`config.mk`:
```
export PLATFORM = sky130hd
export DESIGN_NAME = rally_ctrl
export DESIGN_NICKNAME = d
export VERILOG_FILES = /design/src/rtl/rally_ctrl.sv
export SDC_FILE = /design/constraint.sdc
export NUM_CORES = 1
export LEC_CHECK = 0
export ABC_AREA = 1
export CORE_MARGIN = 4
export CORE_UTILIZATION = 54
export CTS_CLUSTER_DIAMETER = 120
export DETAILED_ROUTE_END_ITERATION = 12
export PLACE_DENSITY = 0.77
export SYNTH_ARGS = -nofsm -noshare
export SYNTH_HDL_FRONTEND = slang
export SYNTH_SLANG_ARGS = --single-unit
```
`constraint.sdc`:
```
create_clock -name clk -period 2.1 [get_ports clk]
set_clock_uncertainty 0.1 [all_clocks]
set_input_delay 0.315 -clock clk [delete_from_list [all_inputs] [get_ports clk]]
set_output_delay 0.315 -clock clk [all_outputs]
set_load 0.01 [all_outputs]
```
`src/rtl/rally_ctrl.sv`:
```
// rally_ctrl: 16-LED tennis rally game controller.
// Arbitrates the serve, steps the ball at a per-hit accelerating rate,
// judges hits, misses and early swings, keeps score and latches game-over.
// P1 owns led[15], P2 owns led[0]. dir = 0 means the ball travels toward P2.
module rally_ctrl #(
  parameter int TICK_DIV  = 4000000,
  parameter int SPEEDUP   = 400000,
  parameter int MIN_DIV   = 1000000,
  parameter int WIN_SCORE = 7
) (
  input  logic        clk,
  input  logic        reset,
  input  logic        button1,
  input  logic        button2,
  output logic [15:0] led,
  output logic [3:0]  score1,
  output logic [3:0]  score2,
  output logic        serve_turn,
  output logic        game_over
);

  localparam int W = $clog2(TICK_DIV + 1);
  localparam logic [W-1:0] TICK_DIV_W = W'(TICK_DIV);
  localparam logic [W-1:0] TICK_M1_W  = W'(TICK_DIV - 1);
  localparam logic [W-1:0] MIN_DIV_W  = W'(MIN_DIV);
  localparam logic [W-1:0] SPEEDUP_W  = W'(SPEEDUP);
  localparam logic [3:0]   WIN_W      = 4'(WIN_SCORE);

  typedef enum logic [1:0] {
    ST_SERVE = 2'd0,
    ST_MOVE  = 2'd1,
    ST_POINT = 2'd2,
    ST_OVER  = 2'd3
  } state_t;

  // Score increment that sticks at the 4-bit ceiling.
  function automatic logic [3:0] sat_inc(input logic [3:0] v);
    if (v == 4'd15) begin
      return 4'd15;
    end else begin
      return v + 4'd1;
    end
  endfunction

  state_t       state_r,   state_s;
  logic [3:0]   pos_r,     pos_s;
  logic         dir_r,     dir_s;
  logic [W-1:0] div_cnt_r, div_cnt_s;
  logic [W-1:0] cur_div_r, cur_div_s;
  logic [3:0]   score1_r,  score1_s;
  logic [3:0]   score2_r,  score2_s;
  logic         turn_r,    turn_s;
  logic         hitter_r,  hitter_s;   // 0 = P1, 1 = P2
  logic         winner_r,  winner_s;   // winner of the latest point
  logic         btn1_q_r,  btn2_q_r;

  logic         press1_s, press2_s;
  logic         tick_s, at_end_s, recv_press_s, win_reached_s;
  logic         award_s, award_to_s;
  logic [W-1:0] sped_div_s;

  // Button history for edge detection; captured even during reset so a
  // button held through reset does not register as a fresh press.
  always_ff @(posedge clk) begin
    btn1_q_r <= button1;
    btn2_q_r <= button2;
  end

  // Press strobes, step tick, receiver view and the floored speed-up value.
  always_comb begin
    press1_s      = button1 & ~btn1_q_r;
    press2_s      = button2 & ~btn2_q_r;
    tick_s        = (div_cnt_r == (cur_div_r - W'(1)));
    at_end_s      = dir_r ? (pos_r == 4'd15) : (pos_r == 4'd0);
    recv_press_s  = dir_r ? press1_s : press2_s;
    win_reached_s = winner_r ? (score2_r == WIN_W) : (score1_r == WIN_W);
    if (32'(cur_div_r) >= (32'(MIN_DIV) + 32'(SPEEDUP))) begin
      sped_div_s = cur_div_r - SPEEDUP_W;
    end else begin
      sped_div_s = MIN_DIV_W;
    end
  end

  // State register and datapath registers.
  always_ff @(posedge clk) begin
    if (reset) begin
      state_r   <= ST_SERVE;
      pos_r     <= 4'd15;
      dir_r     <= 1'b0;
      div_cnt_r <= '0;
      cur_div_r <= TICK_DIV_W;
      score1_r  <= 4'd0;
      score2_r  <= 4'd0;
      turn_r    <= 1'b0;
      hitter_r  <= 1'b0;
      winner_r  <= 1'b0;
    end else begin
      state_r   <= state_s;
      pos_r     <= pos_s;
      dir_r     <= dir_s;
      div_cnt_r <= div_cnt_s;
      cur_div_r <= cur_div_s;
      score1_r  <= score1_s;
      score2_r  <= score2_s;
      turn_r    <= turn_s;
      hitter_r  <= hitter_s;
      winner_r  <= winner_s;
    end
  end

  // Next-state logic: serve, flight judgement, point hold and game-over.
  always_comb begin
    state_s    = state_r;
    pos_s      = pos_r;
    dir_s      = dir_r;
    div_cnt_s  = div_cnt_r;
    cur_div_s  = cur_div_r;
    score1_s   = score1_r;
    score2_s   = score2_r;
    turn_s     = turn_r;
    hitter_s   = hitter_r;
    winner_s   = winner_r;
    award_s    = 1'b0;
    award_to_s = 1'b0;

    case (state_r)
      ST_SERVE: begin
        if (!turn_r && press1_s) begin
          state_s   = ST_MOVE;
          dir_s     = 1'b0;
          div_cnt_s = '0;
          cur_div_s = TICK_DIV_W;
          hitter_s  = 1'b0;
        end else if (turn_r && press2_s) begin
          state_s   = ST_MOVE;
          dir_s     = 1'b1;
          div_cnt_s = '0;
          cur_div_s = TICK_DIV_W;
          hitter_s  = 1'b1;
        end else begin
          pos_s = turn_r ? 4'd0 : 4'd15;
        end
      end

      ST_MOVE: begin
        // A receiver press outranks a coincident tick.
        if (recv_press_s) begin
          if (at_end_s) begin
            dir_s     = ~dir_r;
            hitter_s  = ~dir_r;
            cur_div_s = sped_div_s;
            div_cnt_s = '0;
          end else begin
            award_s    = 1'b1;
            award_to_s = dir_r;      // early swing: the non-receiver scores
          end
        end else if (tick_s) begin
          if (at_end_s) begin
            award_s    = 1'b1;
            award_to_s = hitter_r;   // miss: last hitter scores
          end else begin
            pos_s     = dir_r ? (pos_r + 4'd1) : (pos_r - 4'd1);
            div_cnt_s = '0;
          end
        end else begin
          div_cnt_s = div_cnt_r + W'(1);
        end
      end

      ST_POINT: begin
        if (div_cnt_r == TICK_M1_W) begin
          div_cnt_s = '0;
          if (win_reached_s) begin
            state_s = ST_OVER;
          end else begin
            state_s = ST_SERVE;
            turn_s  = ~turn_r;
            pos_s   = turn_r ? 4'd15 : 4'd0;
          end
        end else begin
          div_cnt_s = div_cnt_r + W'(1);
        end
      end

      ST_OVER: begin
        state_s = ST_OVER;
      end

      default: begin
        state_s = ST_SERVE;
      end
    endcase

    if (award_s) begin
      winner_s  = award_to_s;
      state_s   = ST_POINT;
      div_cnt_s = '0;
      if (award_to_s) begin
        score2_s = sat_inc(score2_r);
      end else begin
        score1_s = sat_inc(score1_r);
      end
    end else begin
      winner_s = winner_r;
    end
  end

  // LED bar decode of the registered state.
  always_comb begin
    case (state_r)
      ST_SERVE: led = 16'd1 << pos_r;
      ST_MOVE:  led = 16'd1 << pos_r;
      ST_POINT: led = 16'hFFFF;
      ST_OVER:  led = winner_r ? 16'h00FF : 16'hFF00;
      default:  led = 16'h0000;
    endcase
  end

  assign score1     = score1_r;
  assign score2     = score2_r;
  assign serve_turn = turn_r;
  assign game_over  = (state_r == ST_OVER);

endmodule

```
==> results.md <==
- Relative slew slack: 60.12%
- Clk sinks: 57
- Post-synth EDFFs: 0
- Worst VDD drop: 1.041 mV
- Pwr Density: 1299 nW/µm²
- H-tree depth: 3
- Multi-input gate area: 3184 µm²
- Register bit count reported by yosys: 57
- Worst-Margin Slew: 597.5 ps
- Syn_nets: 760
- Synthesis warning total: 0
- Max_cap viols: 0
- DRC viols: 0
- Total CTS buffers: 9
- Filler cells: 559
- DIE AREA: 9881 µm²
- Post-route ant nets: 0
- Max Used Layer: met4
- Async S/R FF share, synth: 0%
- GRT Residual Overflow: 0
- 1st-iter DRT viols: 382
- Die width: 99.41 µm
- Io pins: 30
- Nets: 925
- Register area share after synthesis: 25.29%
- DP Worst Slack: -471.0 ps
- Synthesized instance count: 741
- Final Cell Area: 6451 µm²
- Final WS setup: -329.7 ps
- M1 WL: 6245 µm
- Outcome: complete, but fails checks
- Static Leak: 3.073 nW
- Worst Setup End Kind: flop
- Vias in the first global route: 5409
- Post-synth top flop: dfxtp_1
- Sequential cell area: 1150 µm²
- # setup viols final: 53
- Routed wire per std cell: 16.19 µm
- Syn-to-layout area delta: 42.98%
- Met3 Wirelength: 1244 µm
- CORE AREA: 8175 µm²
- Post-DR vias/cell: 5.643
- Synthesized area: 4512 µm²
- Dpl cell area: 5867 µm²
- Launching element type of the critical path: flop
- Clk_lat worst skew: 340 ps
- Height of the die: 99.41 µm
- Clock Tree Root: clkbuf_8
- Final core utilization: 78.91%
- Critical path class: reg2reg
- Failing checks: setup timing
- Slew Viols, Final: 0
- DRT Wirelength: 16450 µm
- Setup TNS: -10270 ps
- Gp weighted congestion: 0.9531
- Synth unique cells: 40
- HP Class: in2reg
- Clock-pin slew on the worst setup and hold paths: 70 ps
- Initial core utilization: 55.19%
- Dpl hpwl: 10790 µm
- Antenna violations before repair: 0
- Pin count of the biggest net entering global routing: 21
- Met2 WL: 7970 µm
- First-pass GRT wire length: 24390 µm
- Final period util: 115.7%
- Max FO, Critical Path: 4
- Hold-fix buffers at CTS: 0
- 1st-pass router iterations: 5
- Worst Path Required: 2270 ps
- Max Clk Rate: 411.6 MHz
- Hold Fails Final Rpt: 0
- RSZ-0062 raised after global routing: yes
- Share of layout cells above drive strength 1: 31.28%
- Deepest clock path buffer count: 2
- WP data arrival: 2600 ps
- Antenna diodes: 0
- Via Count: 5733
- CTS tree: done
- Rows: 33
- Hold Slack: 404.9 ps
- Total GRT Usage: 30.08%
- Buffers added on ports: 29
- Syn_area_per_cell: 6.089 µm²
- Crit path time final: 2430 ps
==> critical path: stages (launching register included) <==
cell and delay (ps):
dfxtp_2 340, inv_2 60, ha_4 270, inv_2 30, nand2_2 50, nand2_2 50, nor2_1 100, nand2_1 90
nor2_1 90, nand2_1 90, nor2_1 90, nand2_1 100, nor2_4 190, nand2_2 90, buf_6 120, o21ai_4 160
buf_6 140, nand3_1 90, nand3_1 110
==> where the power goes <==
group	switching [mW]	internal, mW
clock network	0.498	0.582
registers	0.359	1.40
logic	3.19	2.35
==> path summary, 6_finish.rpt <==
path | from | to | slack (ps) | cells past startpoint
worst min-delay path | button2 | btn2_q_r | 400 | 1
worst max-delay path | cur_div_r[7] | pos_r[1] | -330 | 18
worst max register to register | cur_div_r[7] | pos_r[1] | -330 | 18
worst min register to register | cur_div_r[8] | cur_div_r[8] | 420 | 2
==> cell families (layout without fill, tap and decap cells) <==
family	Yosys count	after routing	synth area share [%]
xor gates and xnor gates	29	29	5.630
buffers and inverters	121	290	11.09
adders and majority gates	15	15	4.326
and+or+nand+nor	407	408	40.32
AOI/OAI and AO/OA	112	112	13.34
DFF	57	57	25.29
==> cell usage after synthesis, types with 11 or more instances <==
library cell | number | area, µm²
inv_1 | 92 | 345.3
nand2_1 | 210 | 788.3
nor3_1 | 11 | 55.05
ha_1 | 14 | 175.2
o21ai_0 | 50 | 250.2
nand4_1 | 12 | 75.07
dfxtp_1 | 57 | 1141
nand3_1 | 66 | 330.3
xor2_1 | 28 | 245.2
nor2_1 | 70 | 262.8
a21oi_1 | 42 | 210.2
==> repair_timing <==
action | 4_1_cts | 5_1_grt
resized for setup | 95 | 77
endpoints found under the setup margin | 68 | 70
gates cloned | 0 | 1
pin swaps | 10 | 17
setup buffers | 6 | 5
==> per-stage QoR <==
stage	total power, mW	instances
after floorplan	4.523	741
after global placement	6.450	988
after detailed placement	6.614	988
after CTS	7.815	1010
after global routing	8.946	1016
final	8.379	1016
==> per-layer routing <==
layer / GRT usage (%) / vias up
met4: 12.92 / 0
met2: 54.13 / 297
met5: 0 / -
met3: 5.189 / 89
met1: 34.89 / 2638
li1: - / 2709
==> area by class of cell <==
| class | count | share of cell area [%] |
|---|---|---|
| clock buffer | 10 | 2.133 |
| multi-input combinational | 564 | 49.36 |
| clock inverter | 6 | 1.047 |
| tap | 105 | 2.036 |
| inverter | 103 | 6.071 |
| timing repair buffer | 171 | 21.53 |
| sequential | 57 | 17.82 |
==> state kept, by name (all words and copies together) (netlist names), 2 cells and up <==
signal,cells
div_cnt_r,22
score2,4
cur_div_r,16
state_r,2
score1,4
pos_r,4
==> cells in the final DEF (no fill, tap or decap), types with 4 or more instances in the layout <==
cell / instances
nand2_1: 193
buf_4: 126
inv_1: 85
nor2_1: 64
nand3_1: 55
dfxtp_1: 50
o21ai_0: 31
a21oi_1: 31
xor2_1: 28
o21ai_1: 20
nand2_2: 17
inv_2: 16
buf_6: 14
nand4_1: 12
nor2_2: 12
clkdlybuf4s50_1: 12
a21oi_2: 11
nor3_1: 10
nand3_2: 10
clkbuf_8: 10
buf_2: 10
nand2_4: 9
ha_1: 9
nand3b_1: 7
dfxtp_2: 7
nor2_4: 5
o21ai_2: 4
clkdlybuf4s15_2: 4
(Power assumes the default switching activity.)
